**config.mk**
```make
export PLATFORM = sky130hd
export DESIGN_NAME = conversor_decimal_binario
export DESIGN_NICKNAME = d
export VERILOG_FILES = /design/src/rtl/conversor_decimal_binario.sv
export SDC_FILE = /design/constraint.sdc
export NUM_CORES = 1
export LEC_CHECK = 0
export ABC_AREA = 1
export CAP_MARGIN = 20
export CORE_MARGIN = 8
export CORE_UTILIZATION = 37
export DETAILED_ROUTE_END_ITERATION = 12
export MAX_ROUTING_LAYER = met4
export PLACE_DENSITY = 0.61
export SLEW_MARGIN = 10
export SYNTH_ARGS = -nofsm -noshare
export SYNTH_HDL_FRONTEND = slang
export SYNTH_SLANG_ARGS = --single-unit
```
**constraint.sdc**
```tcl
create_clock -name CLOCK_50 -period 2.5 [get_ports CLOCK_50]
set_input_delay 0.25 -clock CLOCK_50 [delete_from_list [all_inputs] [get_ports CLOCK_50]]
set_output_delay 0.25 -clock CLOCK_50 [all_outputs]
set_load 0.02 [all_outputs]
```
**src/rtl/conversor_decimal_binario.sv**
```systemverilog
`default_nettype none
// +----------------------------------------------------------------------+
// | Module  : conversor_decimal_binario                                  |
// | Brief   : two-digit decimal entry via switches/keys -> binary value  |
// |           with debounced keys and 7-segment display of the digits.   |
// | Revision: 1.0 - initial release                                      |
// +----------------------------------------------------------------------+
module conversor_decimal_binario #(
  parameter int DEBOUNCE_CYCLES = 500000
) (
  input  logic       CLOCK_50,
  input  logic       reset,
  input  logic [3:0] SW,
  input  logic [1:0] KEY,
  output logic [6:0] valor,
  output logic       valido,
  output logic       pulso,
  output logic       erro,
  output logic [0:6] HEX1,
  output logic [0:6] HEX0
);

  localparam int CNT_W = $clog2(DEBOUNCE_CYCLES + 1);

  localparam logic [1:0] ESPERA_DEZENA  = 2'd0;
  localparam logic [1:0] ESPERA_UNIDADE = 2'd1;
  localparam logic [1:0] PRONTO         = 2'd2;
  localparam logic [1:0] ERRO           = 2'd3;

  localparam logic [0:6] c_seg_blank = 7'b1111111;
  localparam logic [0:6] c_seg_e     = 7'b0110000;

  logic [1:0] r_sync1;
  logic [1:0] r_sync2;
  logic [1:0] r_vld;
  logic [1:0] w_press;

  logic [1:0] r_state;
  logic [3:0] r_dezena;
  logic [3:0] r_unidade;
  logic [6:0] r_valor;
  logic       r_valido;
  logic       r_pulso;
  logic [6:0] w_valor;
  logic       w_enter;
  logic       w_clear;
  logic       w_sw_ok;

  // r_vld marks when r_sync2 holds a real sample rather than its reset value
  always_ff @(posedge CLOCK_50 or posedge reset) begin
    if (reset) begin
      r_sync1 <= 2'b11;
      r_sync2 <= 2'b11;
      r_vld   <= 2'b00;
    end else begin
      r_sync1 <= KEY;
      r_sync2 <= r_sync1;
      r_vld   <= {r_vld[0], 1'b1};
    end
  end

  generate
    for (genvar k = 0; k < 2; k++) begin : g_key
      logic [CNT_W-1:0] r_cnt;
      logic             r_deb;
      logic             r_deb_d;
      logic             r_armed;

      // A key held through reset is not armed until it is seen released.
      always_ff @(posedge CLOCK_50 or posedge reset) begin
        if (reset) begin
          r_cnt   <= '0;
          r_deb   <= 1'b1;
          r_deb_d <= 1'b1;
          r_armed <= 1'b0;
        end else begin
          r_deb_d <= r_deb;
          if (r_vld[1] && r_sync2[k])
            r_armed <= 1'b1;
          if (r_sync2[k] != r_deb) begin
            if (r_cnt == CNT_W'(DEBOUNCE_CYCLES - 1)) begin
              r_deb <= r_sync2[k];
              r_cnt <= '0;
            end else begin
              r_cnt <= r_cnt + 1'b1;
            end
          end else begin
            r_cnt <= '0;
          end
        end
      end

      assign w_press[k] = r_armed & r_deb_d & ~r_deb;
    end
  endgenerate

  assign w_enter = w_press[0];
  assign w_clear = w_press[1];
  assign w_sw_ok = (SW <= 4'd9);
  assign w_valor = ({3'b000, r_dezena} << 3) + ({3'b000, r_dezena} << 1) + {3'b000, SW};

  always_ff @(posedge CLOCK_50 or posedge reset) begin
    if (reset) begin
      r_state   <= ESPERA_DEZENA;
      r_dezena  <= 4'd0;
      r_unidade <= 4'd0;
      r_valor   <= 7'd0;
      r_valido  <= 1'b0;
      r_pulso   <= 1'b0;
    end else begin
      r_pulso <= 1'b0;
      if (w_clear) begin
        r_state   <= ESPERA_DEZENA;
        r_dezena  <= 4'd0;
        r_unidade <= 4'd0;
        r_valor   <= 7'd0;
        r_valido  <= 1'b0;
      end else if (w_enter) begin
        case (r_state)
          ESPERA_DEZENA, PRONTO: begin
            r_valor   <= 7'd0;
            r_valido  <= 1'b0;
            r_unidade <= 4'd0;
            if (w_sw_ok) begin
              r_dezena <= SW;
              r_state  <= ESPERA_UNIDADE;
            end else begin
              r_dezena <= 4'd0;
              r_state  <= ERRO;
            end
          end
          ESPERA_UNIDADE: begin
            if (w_sw_ok) begin
              r_unidade <= SW;
              r_valor   <= w_valor;
              r_valido  <= 1'b1;
              r_pulso   <= 1'b1;
              r_state   <= PRONTO;
            end else begin
              r_dezena <= 4'd0;
              r_state  <= ERRO;
            end
          end
          ERRO:    r_state <= ESPERA_DEZENA;
          default: r_state <= ESPERA_DEZENA;
        endcase
      end
    end
  end

  function automatic logic [0:6] seg7(input logic [3:0] d);
    case (d)
      4'd0:    seg7 = 7'b0000001;
      4'd1:    seg7 = 7'b1001111;
      4'd2:    seg7 = 7'b0010010;
      4'd3:    seg7 = 7'b0000110;
      4'd4:    seg7 = 7'b1001100;
      4'd5:    seg7 = 7'b0100100;
      4'd6:    seg7 = 7'b0100000;
      4'd7:    seg7 = 7'b0001101;
      4'd8:    seg7 = 7'b0000000;
      4'd9:    seg7 = 7'b0000100;
      default: seg7 = c_seg_blank;
    endcase
  endfunction

  always_comb begin
    HEX1 = c_seg_blank;
    HEX0 = c_seg_blank;
    case (r_state)
      ESPERA_UNIDADE: HEX1 = seg7(r_dezena);
      PRONTO: begin
        HEX1 = seg7(r_dezena);
        HEX0 = seg7(r_unidade);
      end
      ERRO:    HEX1 = c_seg_e;
      default: ;
    endcase
  end

  assign valor  = r_valor;
  assign valido = r_valido;
  assign pulso  = r_pulso;
  assign erro   = (r_state == ERRO);

endmodule
`default_nettype wire

```
### Yosys cells after proc, flatten, opt, wreduce, memory -nomap -nowiden

Memories as Yosys holds them, arrays and structs flattened.
Cells that the tools add are included.

* equality and inequality tests: 9
* reduce and logical (&&, ||, !) cells: 10
* bitwise gates (word level): 6
* magnitude comparators: 1
* add/subtract/negate cells: 4
* mux-type cells: 32

Operator list (count)
* 19-bit two-way mux: 4
* 19-bit by 1-bit adder with 19-bit output, second input constant: 2
* 19-bit equality test, second input constant: 2
* 4-bit two-way mux: 7
* 7-bit two-way mux: 4
* 7-bit case mux with 3 select lines: 1
* 4-bit case mux with 2 select lines: 2
* 7-bit case mux with 2 select lines: 1
* 1-bit two-way mux: 8
* 7-bit by 4-bit adder with 7-bit output: 1
* 7-bit by 5-bit adder with 7-bit output: 1
* 2-bit two-way mux: 3
* 3-bit inequality test, second input constant: 2
* 2-bit case mux with 3 select lines: 1
* 3-bit AND reduction: 2
* 1-bit AND: 4
* 2-bit equality test, second input constant: 2
* 4-bit <= comparator, second input constant: 1
* 2-bit AND reduction: 2
* 3-bit nonzero test: 1
* 2-bit by 1-bit equality test with 1-bit output, second input constant: 1
* 1-bit logical AND: 2
* 2-bit logical NOT: 1
* 1-bit inequality test: 2
* other kinds (4): 5

* memory bits (read-only): 336
* memories kept: 3
* output and inout port bits: 24
* bits in registers: 69

Memories
* (no name shown): words 16, bits a word 7, read ports 1, clocked after memory_dff 0, write ports 0, RTL line 152 `case (d)`
* (no name shown): words 16, bits a word 7, read ports 1, clocked after memory_dff 0, write ports 0, RTL line 152
* (no name shown): words 16, bits a word 7, read ports 1, clocked after memory_dff 0, write ports 0, RTL line 152

### Longest topological paths before layout

Gate-level depths: netlist (run 1).

* depth in word-level cells: 6
* mapped depth: 10
* depth with buffers taken out: 9

### Worst setup path after synthesis (run 1)

OpenSTA, ideal clock, no wires.

* kind: reg2reg
* from: register r_dezena[2]
* to: register r_valor[6] (netlist: valor[6])
* clock period less this slack: 2.047 ns
* setup time: 0.123 ns
* data arrival time: 1.924 ns
* required time: 2.377 ns
* path slack: 0.453 ns
* stages on the path, launching flop included: 11
* path through: dfrtp_1 -> buf_2 -> inv_1 -> fa_1 -> inv_1 -> fa_1 -> nand3_1 -> nand2_1 -> xor2_1 -> nand2_1 -> nand2_1

* word-level cells in the longest chain between the ends: 6

RTL lines
* start, declared: RTL line 39 `logic [3:0] r_dezena;`
* start signal, assigned: RTL line 105 `r_dezena <= 4'd0;`
* start signal, assigned: RTL line 114 `r_dezena <= 4'd0;`
* start signal, assigned: RTL line 125 `r_dezena <= SW;`
* 7-bit by 5-bit adder with 7-bit output: RTL line 100 `assign w_valor = ({3'b000, r_dezena} << 3) + ({3'b000, r_dezena} << 1) + {3'b000, SW};`
* 7-bit by 4-bit adder with 7-bit output: RTL line 100
* 7-bit two-way mux: RTL line 133 `if (w_sw_ok) begin`
* 7-bit case mux with 2 select lines: RTL line 119 `case (r_state)`
* 7-bit two-way mux: RTL line 118 `end else if (w_enter) begin`
* 7-bit two-way mux: RTL line 112 `if (w_clear) begin`
* end signal, assigned: RTL line 135 `r_valor <= w_valor;`
* end, declared: RTL line 41 `logic [6:0] r_valor;`

Every way passes these cells. The select of a mux whose other input is x is not followed.
A chain may end at the register's enable or synchronous reset.

### Final worst setup path (run 1)

* from: register r_dezena[0]
* to: output port HEX1[2] in the netlist's numbering

* word-level cells in the longest chain between the ends: 2
* elaborated cells between the ends (all ways): 3
* those cells by class: 1 x mux; 2 x memory

RTL lines
* memory 16 x 7 bit
* 7-bit case mux with 3 select lines *: RTL line 170 `case (r_state)`
* end, declared: RTL line 19 `output logic [0:6] HEX1,`

Mark *: on every way between the ends. The rest lies on a longest branch, timed or not.

==> flow_metrics.env, run 1 <==
export IMPL_max_freq_mhz=423.8
export IMPL_diodes=0
export IMPL_clock_path_buffers=2
export IMPL_period_share=0.9438
export IMPL_synth_nets=539
export IMPL_finalInstanceArea_sq_um=4688
export IMPL_power_density_nw_per_um2=502.6
export IMPL_required_ps=2250
export IMPL_die_width_um=119.1
export IMPL_port_buffers=31
export IMPL_cts_made_buffers=9
export IMPL_ios=32
export IMPL_drc=0
export IMPL_r2r_setup_slack_ps=310
export IMPL_coreArea_sq_um=10320
export IMPL_syn_to_final_growth_pct=19.29
export IMPL_dieHeight_um=119.1
export IMPL_slew_limit_headroom=0.6118
export IMPL_htreeDepth=3
export IMPL_grt_usage=0.1252
export IMPL_dp_hpwl_um=6256
export IMPL_cts_resized_gates=2
export IMPL_reg2reg_depth=9
export IMPL_cts_tree="built"
export IMPL_worst_slew_pin_slew_ps=581.4
export IMPL_grt_pass1_vias=3225
export IMPL_top_usage_layer="met2"
export IMPL_finalHoldViolations=0
export IMPL_n_fill_cell=1017
export IMPL_slew_violations=0
export IMPL_preCtsSetupSlack_ps=72.69
export IMPL_cp_start_kind="flip-flop"
export IMPL_reg2reg_to="valor[6]"
export IMPL_crit_path_max_fanout=5
export IMPL_overflow=0
export IMPL_grt_pass1_wl_um=14590
export IMPL_crit_type="reg2out"
export IMPL_rsz0062_at_grt="false"
export IMPL_ys_ff_latch=68
export IMPL_drt_iter0_drc=183
export IMPL_placed_cell_area_sq_um=4428
export IMPL_cts_sinks=68
export IMPL_netlist_instances=508
export IMPL_yosysUniqueCellTypes=33
export IMPL_first_pass_iters=4
export IMPL_endpoint_kind="primary output"
export IMPL_status="complete, no violations"
export IMPL_ys_warn_count=0
export IMPL_worst_ep_arrival_time_ps=2110
export IMPL_avgSynthCellArea_sq_um=7.736
export IMPL_syn_area_sq_um=3930
export IMPL_clkTransAtPathRegs_ps=80
export IMPL_met1_usage=0.1568
export IMPL_period_needed_ps=2360
export IMPL_start_util=0.3807
export IMPL_grt_use_met2=0.1960
export IMPL_holdCritPathClass="in2async"
export IMPL_wire_per_inst_um=11.85
export IMPL_seq_area_sq_um=1714
export IMPL_cts_root_buf="clkbuf_8"
export IMPL_skew_ps=7.620
export IMPL_via_count=3256
export IMPL_fin_tns_setup_ps=0
export IMPL_drive_gt1_frac=0.1063
export IMPL_ir_drop_v=0.0002510
export IMPL_yosysSeqAreaShare=0.4355
export IMPL_postCtsSetupBuffers=0
export IMPL_routed_wl_um=8190
export IMPL_postCtsHoldBufs=0
export IMPL_rows=37
export IMPL_worstSetupStartpoint="r_dezena[0]"
export IMPL_grt_max_degree=27
export IMPL_antenna_found_initial=0
export IMPL_maxCapViolations=0
export IMPL_ant_nets=0
export IMPL_power_leakage_uw=0.002159
export IMPL_fin_nets=581
export IMPL_endpoint="HEX1[2]"
export IMPL_fin_ws_ps=140.4
export IMPL_place_gp_congestion=0.8799
export IMPL_grtUsageMet3=0.02456
export IMPL_die_area_sq_um=14180
export IMPL_clock_latency_ps=340
export IMPL_timing_rr_start="r_dezena[2]"
export IMPL_multi_input_area_sq_um=1987
export IMPL_setup_viol=0
export IMPL_viasPerCell=4.712
[sequential cells by signal, indices dropped and copies added, names as in the netlist]
| register | flops |
|---|---|
| r_vld | 2 |
| pulso | 1 |
| g_key.r_deb | 2 |
| r_sync2 | 2 |
| g_key.r_cnt | 38 |
| g_key.r_armed | 2 |
| r_unidade | 4 |
| valor | 6 |
| r_dezena | 4 |
| valido | 1 |
| r_state | 2 |
| r_sync1 | 2 |
| g_key.r_deb_d | 2 |
[worst min-delay path by stage]
stage / start / end / depth (start not counted)
final: reset / pulso / 2
after global routing: KEY[1] / r_sync1[1] / 1
after CTS: reset / pulso / 2
after detailed placement: r_vld[0] / r_vld[1] / 0
after global placement: r_vld[0] / r_vld[1] / 0
after floorplan: KEY[0] / r_sync1[0] / 0
[layout make-up]
| type | count | share of cell area |
|---|---|---|
| Sequential cell | 68 | 0.3656 |
| Clock inverter | 6 | 0.02375 |
| Multi-Input combinational cell | 380 | 0.4238 |
| Timing Repair Buffer | 35 | 0.07633 |
| Inverter | 56 | 0.04484 |
| Tap cell | 136 | 0.03630 |
| Clock buffer | 10 | 0.02936 |
[cell usage after synthesis (all sizes together)]
library cell  number  area (sq um)
nor3b              1         7.510
ha                21         262.8
and2               2         12.51
o21a               3         22.52
conb               1         3.750
inv               56         210.2
xor2              19         166.4
fa                 2         40.04
buf                4         25.02
or2                1         6.260
xnor2              3         33.79
nand2            130         498.0
nor3               9         50.05
dfstp              8         210.2
nand3             24         135.1
o31ai              1         7.510
a21o               1         7.510
o21ai             37         192.7
nor2             107         439.2
a21oi             15         78.83
nand4              3         18.77
dfrtp             60          1501
[logic make-up after synthesis]
kind of cell	after synthesis	synth area share
AOI/OAI and AO/OA	57	0.07864
DFF	68	0.4355
and+or+nand+nor	277	0.2970
buffers and inverters	60	0.05985
adders and majority gates	23	0.07705
xor gates and xnor gates	22	0.05094
other	1	0.0009542
[cell usage in the layout (no fill, tap or decap), drive strengths merged, types with 4 or more instances in the layout]
master and n:
nand2 130, nor2 107, dfrtp 60, inv 56, o21ai 37, clkdlybuf4s50 26, nand3 24, ha 21
xor2 19, a21oi 15, clkbuf 10, nor3 9, dfstp 8, buf 4
[critical path: stages (launching register included)]
cell,delay (ps)
dfrtp_1,440
inv_1,160
ha_1,170
inv_1,50
nor3_1,160
o21ai_0,110
nand3_1,80
clkdlybuf4s50_1,600
[routing by layer]
layer  share of wire  vias to the layer above
li1                -                     1679
met1            0.49                     1512
met2            0.45                       51
met3           0.040                       14
met4           0.016                        0
met5               0                        -
[through the flow]
stage	cells	util	hold slack, ps	power (uW)
6_report	691	0.4541	284.9	2356
5_1_grt	691	0.4541	319.9	2457
4_1_cts	691	0.4528	297.2	2395
3_5_place_dp	675	0.4289	341.0	1268
3_3_place_gp	675	0.4289	333.2	1266
2_1_floorplan	508	-	254.5	1221
[report_power, final]
part	total [uW]	switching (uW)	internal, uW
registers	1130	15.3	1120
clock network	1110	422	690
logic	110	71.0	38.9
(Power assumes the default switching activity.)
==> run 2, diff against run 1 <==
--- a/config.mk
+++ b/config.mk
@@ -9,6 +9,7 @@
 export CAP_MARGIN = 20
 export CORE_MARGIN = 8
 export CORE_UTILIZATION = 37
+export CTS_BUF_LIST = sky130_fd_sc_hd__clkbuf_8
 export DETAILED_ROUTE_END_ITERATION = 12
 export MAX_ROUTING_LAYER = met4
 export PLACE_DENSITY = 0.61
==> results of run 2 <==
No change in the layout: final DEF, timing and power equal those of run 1.
==> run 3, diff against run 2 <==
--- a/config.mk
+++ b/config.mk
@@ -7,9 +7,9 @@
 export LEC_CHECK = 0
 export ABC_AREA = 1
 export CAP_MARGIN = 20
-export CORE_MARGIN = 8
+export CORE_MARGIN = 10
 export CORE_UTILIZATION = 37
-export CTS_BUF_LIST = sky130_fd_sc_hd__clkbuf_8
+export CTS_BUF_LIST = sky130_fd_sc_hd__clkbuf_8 sky130_fd_sc_hd__clkbuf_16
 export DETAILED_ROUTE_END_ITERATION = 12
 export MAX_ROUTING_LAYER = met4
 export PLACE_DENSITY = 0.61
==> run 3 against run 2 <==
Largest power group unchanged. Cell area decreased by 1.3%. Sequential cell count did not move. Fmax increased by 4.7%. Clock-buffer cell count unchanged. Highest routed layer unchanged. Sequential share of layout area rose by 0.49 points.
==> flow_metrics.env, run 3 (synthesis gave the netlist of run 1 again) <==
export IMPL_status="complete, no violations"
export IMPL_final_cell_mix="nand2_1, nor2_1, dfrtp_1, inv_1, o21ai_0"
export IMPL_postCtsSetupBuffers=0
export IMPL_cts_made_buffers=9
export IMPL_r2r_setup_slack_ps=380
export IMPL_diodes=0
export IMPL_via_count=3230
export IMPL_die_area_sq_um=15140
export IMPL_cts_sinks=68
export IMPL_viasPerCell=4.674
export IMPL_finalInstanceArea_sq_um=4626
export IMPL_place_gp_congestion=0.8681
export IMPL_period_share=0.9014
export IMPL_preCtsSetupSlack_ps=78.93
export IMPL_antenna_found_initial=0
export IMPL_skew_ps=7.681
export IMPL_power_density_nw_per_um2=443.0
export IMPL_rsz0062_at_grt="false"
export IMPL_grt_pass1_vias=3134
export IMPL_largest_reg_flops=38
export IMPL_power_leakage_uw=0.002179
export IMPL_holdWs_ps=302.6
export IMPL_cp_start_kind="flip-flop"
export IMPL_worst_slew_pin_slew_ps=616.7
export IMPL_grt_usage=0.1173
export IMPL_first_pass_iters=4
export IMPL_reg2reg_depth=9
export IMPL_fin_ws_ps=246.5
export IMPL_port_buffers=31
export IMPL_clock_latency_ps=340
export IMPL_max_freq_mhz=443.8
export IMPL_period_needed_ps=2253
export IMPL_cts_root_buf="clkbuf_8"
export IMPL_rows=37
export IMPL_crit_path_max_fanout=5
export IMPL_setup_viol=0
export IMPL_cts_tree="built"
export IMPL_postCtsHoldBufs=0
export IMPL_ant_nets=0
export IMPL_regMostFlops="g_key.r_cnt"
export IMPL_grt_pass1_wl_um=14350
export IMPL_syn_to_final_growth_pct=17.70
export IMPL_dp_hpwl_um=6303
export IMPL_grt_max_degree=31
export IMPL_clkTransAtPathRegs_ps=80
export IMPL_htreeDepth=3
export IMPL_die_width_um=123.1
export IMPL_final_common_cell="nand2_1"
export IMPL_maxCapViolations=0
export IMPL_overflow=0
export IMPL_drc=0
export IMPL_fin_nets=581
export IMPL_final_util=0.4481
export IMPL_ir_drop_v=0.0002339
export IMPL_clock_path_buffers=2
export IMPL_placed_cell_area_sq_um=4428
export IMPL_crit_type="reg2out"
export IMPL_routed_wl_um=8107
export IMPL_slew_violations=0
export IMPL_coreArea_sq_um=10320
export IMPL_drt_iter0_drc=144
export IMPL_wire_per_inst_um=11.73
export IMPL_worst_ep_arrival_time_ps=2000
export IMPL_ios=32
export IMPL_holdCritPathClass="in2async"
export IMPL_required_ps=2250
export IMPL_dieHeight_um=123.1
export IMPL_fin_tns_setup_ps=0
export IMPL_finalHoldViolations=0
export IMPL_endpoint_kind="primary output"
export IMPL_slew_limit_headroom=0.5882
export IMPL_drive_gt1_frac=0.1063
export IMPL_start_util=0.3807
[run 3: changes by cell type in the layout (fill, tap and decap cells not counted), sizes merged]
cell	before	now
bufinv	3	0
clkinv	2	5
dlymetal6s2s	3	6
clkdlybuf4s50	26	24
dlygate4sd2	2	1
[run 3: path summary, 6_finish.rpt]
kind / startpoint / to
max: r_unidade[0] / HEX0[4]
min: reset / g_key[1].r_cnt[15]
max reg2reg: r_dezena[0] / valor[6]
min reg2reg: r_vld[0] / r_vld[1]
max in group asynchronous: reset / g_key[1].r_cnt[5]
min in group CLOCK_50: KEY[1] / r_sync1[1]
[run 3: area by class of cell]
class / instances / area, sq um
timing repair buffer: 35 / 366.6
sequential: 68 / 1714
clock buffer: 10 / 137.6
fill: 1032 / 5698
multi-input combinational: 380 / 1987
clock inverter: 6 / 40.04
tap: 136 / 170.2
inverter: 56 / 210.2
[run 3: report_power, final]
group / leakage [uW] / internal (uW) / switching, uW / total (uW)
Sequential: 0.000886 / 1120 / 14.8 / 1130
Combinational: 0.00120 / 39.1 / 71.1 / 110
Clock: 0.0000920 / 385 / 420 / 805
[run 3: critical path, cell delays in order (launching register included)]
cell and delay [ps]:
dfrtp_1 410, inv_1 100, ha_1 220, nand2_1 60
o21ai_0 70, o21ai_0 170, clkdlybuf4s50_1 630
[run 3: metal layers]
metal,vias up,GRT usage,routed length (um)
li1,1682,-,-
met1,1497,0.1490,3961
met2,43,0.1824,3769
met3,8,0.01960,291
met4,0,0.04803,85
met5,-,-,0
[run 3: metrics by stage]
step / cells / total power, uW
after CTS: 691 / 2089
final: 691 / 2049
after global placement: 675 / 1266
after floorplan: 508 / 1221
after global routing: 691 / 2157
after detailed placement: 675 / 1268
[run 3: timing repair]
item / 4_1_cts / 5_1_grt
gates cloned: 0 / 0
gates resized for setup: 1 / 9
endpoints found under the setup margin: 1 / 8
